### config.mk
export PLATFORM = sky130hd
export DESIGN_NAME = mux_scan_ctrl
export DESIGN_NICKNAME = d
export VERILOG_FILES = /design/src/rtl/mux_scan_ctrl.sv
export SDC_FILE = /design/constraint.sdc
export NUM_CORES = 1
export LEC_CHECK = 0
export ABC_AREA = 1
export BUFFER_PORTS_ARGS = -buffer_cell sky130_fd_sc_hd__buf_2
export CAP_MARGIN = 20
export CORE_ASPECT_RATIO = 0.7
export CORE_UTILIZATION = 57
export DETAILED_ROUTE_END_ITERATION = 12
export PLACE_DENSITY = 0.83
export REMOVE_ABC_BUFFERS = 1
export SETUP_SLACK_MARGIN = 0.1
export SYNTH_ARGS = -nofsm -noshare
export SYNTH_HDL_FRONTEND = slang
export SYNTH_SLANG_ARGS = --single-unit
export TNS_END_PERCENT = 30
### constraint.sdc
create_clock -name clk -period 2.6 [get_ports clk]
set_clock_uncertainty 0.1 [all_clocks]
set_input_delay 0.78 -clock clk [delete_from_list [all_inputs] [get_ports clk]]
set_output_delay 0.78 -clock clk [all_outputs]
set_load 0.02 [all_outputs]
### src/rtl/mux_scan_ctrl.sv
// mux_scan_ctrl: steps a 16:1 single-bit mux through all channels, samples
// each channel after a programmable settle time, and hands the assembled
// 16-bit word downstream over a valid/ready handshake.
module mux_scan_ctrl #(
    parameter int SETTLE = 0
) (
    input  logic        clk,
    input  logic        rst,
    input  logic        start,
    input  logic        cont,
    input  logic        y_in,
    input  logic        ready,
    output logic [3:0]  sel,
    output logic [15:0] data,
    output logic        valid,
    output logic        busy,
    output logic [7:0]  scan_count
);

    typedef enum logic [1:0] {
        IDLE = 2'd0,
        WAIT = 2'd1,
        DONE = 2'd2
    } state_t;

    // Settle target narrowed to the counter width; legal range is 0..15.
    localparam logic [3:0] SETTLE_C = 4'(SETTLE);

    state_t      state_r;
    state_t      state_s;
    logic [3:0]  sel_s;
    logic [3:0]  cnt_r;
    logic [3:0]  cnt_s;
    logic [15:0] shadow_r;
    logic [15:0] shadow_s;
    logic [15:0] data_s;
    logic        valid_s;
    logic        busy_s;
    logic [7:0]  count_s;

    // Next-state and next-output logic; every register holds unless a branch updates it.
    always_comb begin
        state_s  = state_r;
        sel_s    = sel;
        cnt_s    = cnt_r;
        shadow_s = shadow_r;
        data_s   = data;
        valid_s  = valid;
        count_s  = scan_count;

        case (state_r)
            IDLE: begin
                if (start) begin
                    sel_s    = 4'd0;
                    cnt_s    = 4'd0;
                    shadow_s = 16'd0;
                    state_s  = WAIT;
                end else begin
                    state_s  = IDLE;
                end
            end
            WAIT: begin
                if (cnt_r != SETTLE_C) begin
                    cnt_s = cnt_r + 4'd1;
                end else begin
                    // Sampling edge: y_in is only looked at here, so settle-time glitches are ignored.
                    shadow_s[sel] = y_in;
                    if (sel == 4'd15) begin
                        // The last channel bypasses the shadow so the word is complete on this edge.
                        data_s  = {y_in, shadow_r[14:0]};
                        valid_s = 1'b1;
                        state_s = DONE;
                    end else begin
                        sel_s = sel + 4'd1;
                        cnt_s = 4'd0;
                    end
                end
            end
            DONE: begin
                if (valid && ready) begin
                    valid_s = 1'b0;
                    count_s = scan_count + 8'd1;
                    sel_s   = 4'd0;
                    if (cont) begin
                        // Back-to-back scan with no idle cycle in between.
                        cnt_s    = 4'd0;
                        shadow_s = 16'd0;
                        state_s  = WAIT;
                    end else begin
                        state_s  = IDLE;
                    end
                end else begin
                    state_s = DONE;
                end
            end
            default: begin
                state_s = IDLE;
                sel_s   = 4'd0;
                cnt_s   = 4'd0;
                valid_s = 1'b0;
            end
        endcase

        busy_s = (state_s == WAIT) || (state_s == DONE);
    end

    // State and output registers with asynchronous reset to the idle, empty condition.
    always_ff @(posedge clk or posedge rst) begin
        if (rst) begin
            state_r    <= IDLE;
            sel        <= 4'd0;
            cnt_r      <= 4'd0;
            shadow_r   <= 16'd0;
            data       <= 16'd0;
            valid      <= 1'b0;
            busy       <= 1'b0;
            scan_count <= 8'd0;
        end else begin
            state_r    <= state_s;
            sel        <= sel_s;
            cnt_r      <= cnt_s;
            shadow_r   <= shadow_s;
            data       <= data_s;
            valid      <= valid_s;
            busy       <= busy_s;
            scan_count <= count_s;
        end
    end

endmodule

[After elaboration in Yosys (flattened, before gate mapping)]
Index checks and enable logic that the tools add are counted.
Word-level totals
  register bits: 52
  input port bits: 6
  output and inout port bits: 30
  logic and storage cells: 67
Cells by class
  add/subtract/negate cells: 3
  order comparisons: 2
  eq/ne operators: 12
  muxes and demuxes: 28
  bitwise operators: 2
  reductions and logical operators: 12
Operators by type and width (count)
  two-way mux 16 bit: 4
  case mux 16 bit (3 select lines): 1
  two-way mux 4 bit: 8
  case mux 4 bit (3 select lines): 2
  bitwise mux 16 bit: 1
  inequality test 2 bit, second input constant: 6
  AND reduction 4 bit: 3
  adder 4 x 1 -> 4 bit, second input constant: 2
  adder 8 x 1 -> 8 bit, second input constant: 1
  two-way mux 1 bit: 6
  two-way mux 2 bit: 3
  case mux 2 bit (3 select lines): 1
  less-than comparator 4 x 5 -> 1 bit, second input constant: 1
  AND reduction 5 bit: 1
  demux 1 bit (select 4 bit): 1
  equality test 2 x 1 -> 1 bit, second input constant: 2
  equality test 2 bit, second input constant: 2
  equality test 4 bit, second input constant: 1
  >= comparator 4 x 1 -> 1 bit, second input constant: 1
  nonzero test 4 bit: 1
  inequality test 3 bit, second input constant: 1
  case mux 1 bit (3 select lines): 1
  AND reduction 3 bit: 1
  nonzero test 3 bit: 1
  5 further kinds: 7

[Longest topological paths before layout]
  depth in word-level cells: 7
  gate-level depth with buffers: 10
  mapped depth without buffers: 8

[Worst setup path before layout]
OpenSTA, ideal clock, no wires.
  path kind: input port to flip-flop
  from: input port cont
  to: register shadow_r[1]
  library setup time: 117 ps
  arrival: 1522 ps
  data required time: 2383 ps
  slack: 861 ps
  stages on the path: 6
  path buffers: 1
  cell sequence: inv_1 > o21ai_0 > clkbuf_1 > nand4_1 > nand2_1 > nand2_1
On the way
  cells in the longest elaborated chain, start to end: 2
Ends and longest elaborated chain
  from (decl): line 10  | input logic cont,
  inequality test 2 bit (no line)
  AND reduction 5 bit (no line)
  to (signal assigned): line 122  | shadow_r <= shadow_s;
  to (decl): line 34  | logic [15:0] shadow_r;
Every way passes these cells.
A chain may end at the register's enable or synchronous reset.

[Worst setup path after layout]
  from: register sel[2]
  to: output port sel[2]
RTL lines
  from (decl): line 13  | output logic [3:0] sel,
  from (signal assigned): line 120  | sel <= sel_s;
No word-level cell between the ends.

==> results.json <==
{
  "p_switching_uw": 1217,
  "cts_htree_levels": 2,
  "synth_most_common_cell": "nand2_1",
  "place.gp.congestion": 0.8363,
  "drt_iter0_drc": 244,
  "holdPathStages": 2,
  "num_rows": 20,
  "grt_max_degree": 31,
  "grt_pass1_wl_mm": 10.20,
  "clockPowerShare_pct": 16.9,
  "max_cap_violations": 0,
  "p_sw_share_pct": 42.42,
  "hp-class": "register to register",
  "reg2regPathDepth": 7,
  "syn_avg_cell_area_um2": 7.746,
  "yosysWarnings": 0,
  "clk_pin_slew_ps": 90,
  "hp-start": "data[14]",
  "finalNonFillerCells": 444,
  "slew-limit-headroom_pct": 62.76,
  "port_buffers": 35,
  "worstPathRequired_ps": 1720,
  "power_frac_comb_pct": 41.0,
  "criticalPathCategory": "register to output pin",
  "setup_violations": 0,
  "yosysTopAreaCell": "dfrtp_1",
  "cts_root_buf": "clkbuf_8",
  "totalWireLength_mm": 5.643,
  "yosysUniqueCellTypes": 25,
  "timing.rr.start": "sel[0]",
  "numCtsBuffers": 5,
  "critPathMaxFanout": 11,
  "max_stage_delay_ps": 560,
  "antenna_cells": 0,
  "drc": 0,
  "critPathTopFamily": "flip-flops",
  "post-route-min-period_ps": 1989,
  "share_seq_of_total_power_pct": 42.1,
  "seq_area_frac_synth_pct": 46.28,
  "syn-cell-area_um2": 2758,
  "synthFlopType": "dfrtp_1",
  "power.density_nw_per_um2": 943.1,
  "finalHoldViolCount": 0,
  "rr_endpoint": "data[15]",
  "via_count": 2340,
  "cts_tree": "done",
  "synth-simple-area-share_pct": 37.21,
  "cts_sinks": 51,
  "netlist_instances": 356,
  "cts_resized": 0,
  "dpl_worst_slack_ps": 586.4,
  "place_hpwl_mm": 3.917,
  "final_area_um2": 3042,
  "rsz0062_at_grt": "false",
  "synth_edf_count": 0,
  "synth_compound_area_share_pct": 1.588,
  "drive_above_1_share_pct": 16.71,
  "die_h_um": 60.20,
  "arrival_ps": 1110,
  "vias_per_cell": 5.270,
  "synthTopCellsByCount": "146 x nand2_1, 51 x dfrtp_1, 37 x inv_1, 36 x nand4_1, 17 x nor2_1",
  "ys_top_cells_by_area": "dfrtp_1 46%, nand2_1 20%, nand4_1 8.2%, inv_1 5.0%, ha_1 3.2%",
  "crit_chain": "buf_2",
  "power_leakage_uw": 0.001822,
  "hold_ws_ps": 369.5,
  "worst_setup_path_start_kind": "register",
  "hold_buffers": 0,
  "grt_overflow": 0,
  "tightest_slew_ps": 557.8,
  "fin_util_pct": 67.91,
  "min_period_over_period_pct": 76.50,
  "clk_path_buf_depth": 2,
  "fmax_ghz": 0.5027,
  "core_um2": 4479,
  "wire_per_inst_um": 12.71,
  "antenna_found_initial": 0,
  "critPathSlowestCell": "dfrtp_1",
  "status": "finished, final reports clean",
  "place_area_um2": 2943,
  "regToRegSetupSlack_ps": 650,
  "area_delta_synth_final_pct": 10.30,
  "synthAdderAreaFrac_pct": 3.176,
  "synth_xor_area_share_pct": 2.223,
  "io_pins": 36,
  "ys_async_sr_fraction_pct": 100.0,
  "yosysTopAreaCellShare_pct": 46.28,
  "synth.area.mux_share_pct": 0,
  "die-area_um2": 5125,
  "maxSlewViolCount": 0,
  "placedCellCount": 436,
  "cts_setup_buffers": 0,
  "dieWidth_um": 85.14,
  "ys_seq_elements": 51,
  "min_to": "data[14]",
  "p_int_uw": 1652,
  "firstDrtPassIters": 4,
  "grt_pass1_vias": 2250,
  "ant_nets": 0,
  "grt.total_usage_pct": 25.81,
  "clk_latency_ps": 310,
  "path_buf_inv": 1,
  "vdd_ir_drop_max_v": 0.0005445,
  "setup_slack_ps": 610.9,
  "start_util_pct": 61.56,
  "timing.critical_path.to_type": "output pin",
  "num-nets-final": 401,
  "synth_top_family_by_area": "simple AND/OR/NAND/NOR gates"
}
per-layer routing:
metal | track usage (%) | share of wire (%) | up-vias
met5 | 0 | 0 | -
met4 | 7.264 | 0.78 | 0
met3 | 4.144 | 5.2 | 7
met2 | 42.63 | 44 | 53
met1 | 35.81 | 49 | 1083
li1 | - | - | 1197
placed cells by master, fill, tap and decap left out, types with 5 or more instances in the layout:
| master | n |
|---|---|
| inv_1 | 36 |
| nand3_1 | 14 |
| dfrtp_1 | 51 |
| nand2_1 | 146 |
| clkbuf_8 | 6 |
| nor2_1 | 17 |
| inv_2 | 5 |
| buf_2 | 35 |
| ha_1 | 7 |
| xor2_1 | 5 |
| nand4_1 | 36 |
cell families (layout without fill, tap and decap cells):
logic type | after synthesis | count (layout)
DFF | 51 | 51
and+or+nand+nor | 227 | 227
adders and majority gates | 7 | 7
xor gates and xnor gates | 7 | 7
AOI/OAI and AO/OA | 8 | 8
buffers and inverters | 56 | 89
worst max-delay path by stage:
stage               startpoint           to  slack, ps  cells past startpoint
floorplan                 cont  shadow_r[0]       -320                      5
global placement         ready       sel[2]        650                      8
detailed placement       ready       sel[1]        590                      8
CTS                     sel[2]       sel[2]        600                      1
global route            sel[2]     data[15]        460                      8
finish                  sel[2]       sel[2]        610                      1
layout make-up:
| class | count | area, µm² |
|---|---|---|
| inverters | 41 | 153.9 |
| fillers | 357 | 1438 |
| flip-flops and latches | 51 | 1276 |
| repair buffers | 40 | 225.2 |
| clock inverters | 2 | 16.27 |
| well taps | 55 | 68.82 |
| clock buffers | 6 | 82.58 |
| multi-input cells | 249 | 1219 |
power groups by stage:
stage | clock network (µW) | registers (µW) | logic [µW]
6_report | 485 | 1210 | 1180
5_1_grt | 524 | 1250 | 1330
4_1_cts | 490 | 1210 | 1180
3_5_place_dp | 0 | 1220 | 1160
3_3_place_gp | 0 | 1210 | 1130
2_1_floorplan | 0 | 1390 | 632
per-stage QoR:
step / power [µW] / TNS, ps
after CTS: 2876 / 0
after global routing: 3099 / 0
after global placement: 2339 / 0
after detailed placement: 2382 / 0
after floorplan: 2027 / -4861
final: 2868 / 0
flip-flops by register name (all words and copies together) (netlist names):
register / flops
busy: 1
data: 16
scan_count: 8
sel: 4
cnt_r: 4
shadow_r: 15
valid: 1
state_r: 2
(Power assumes the default switching activity.)
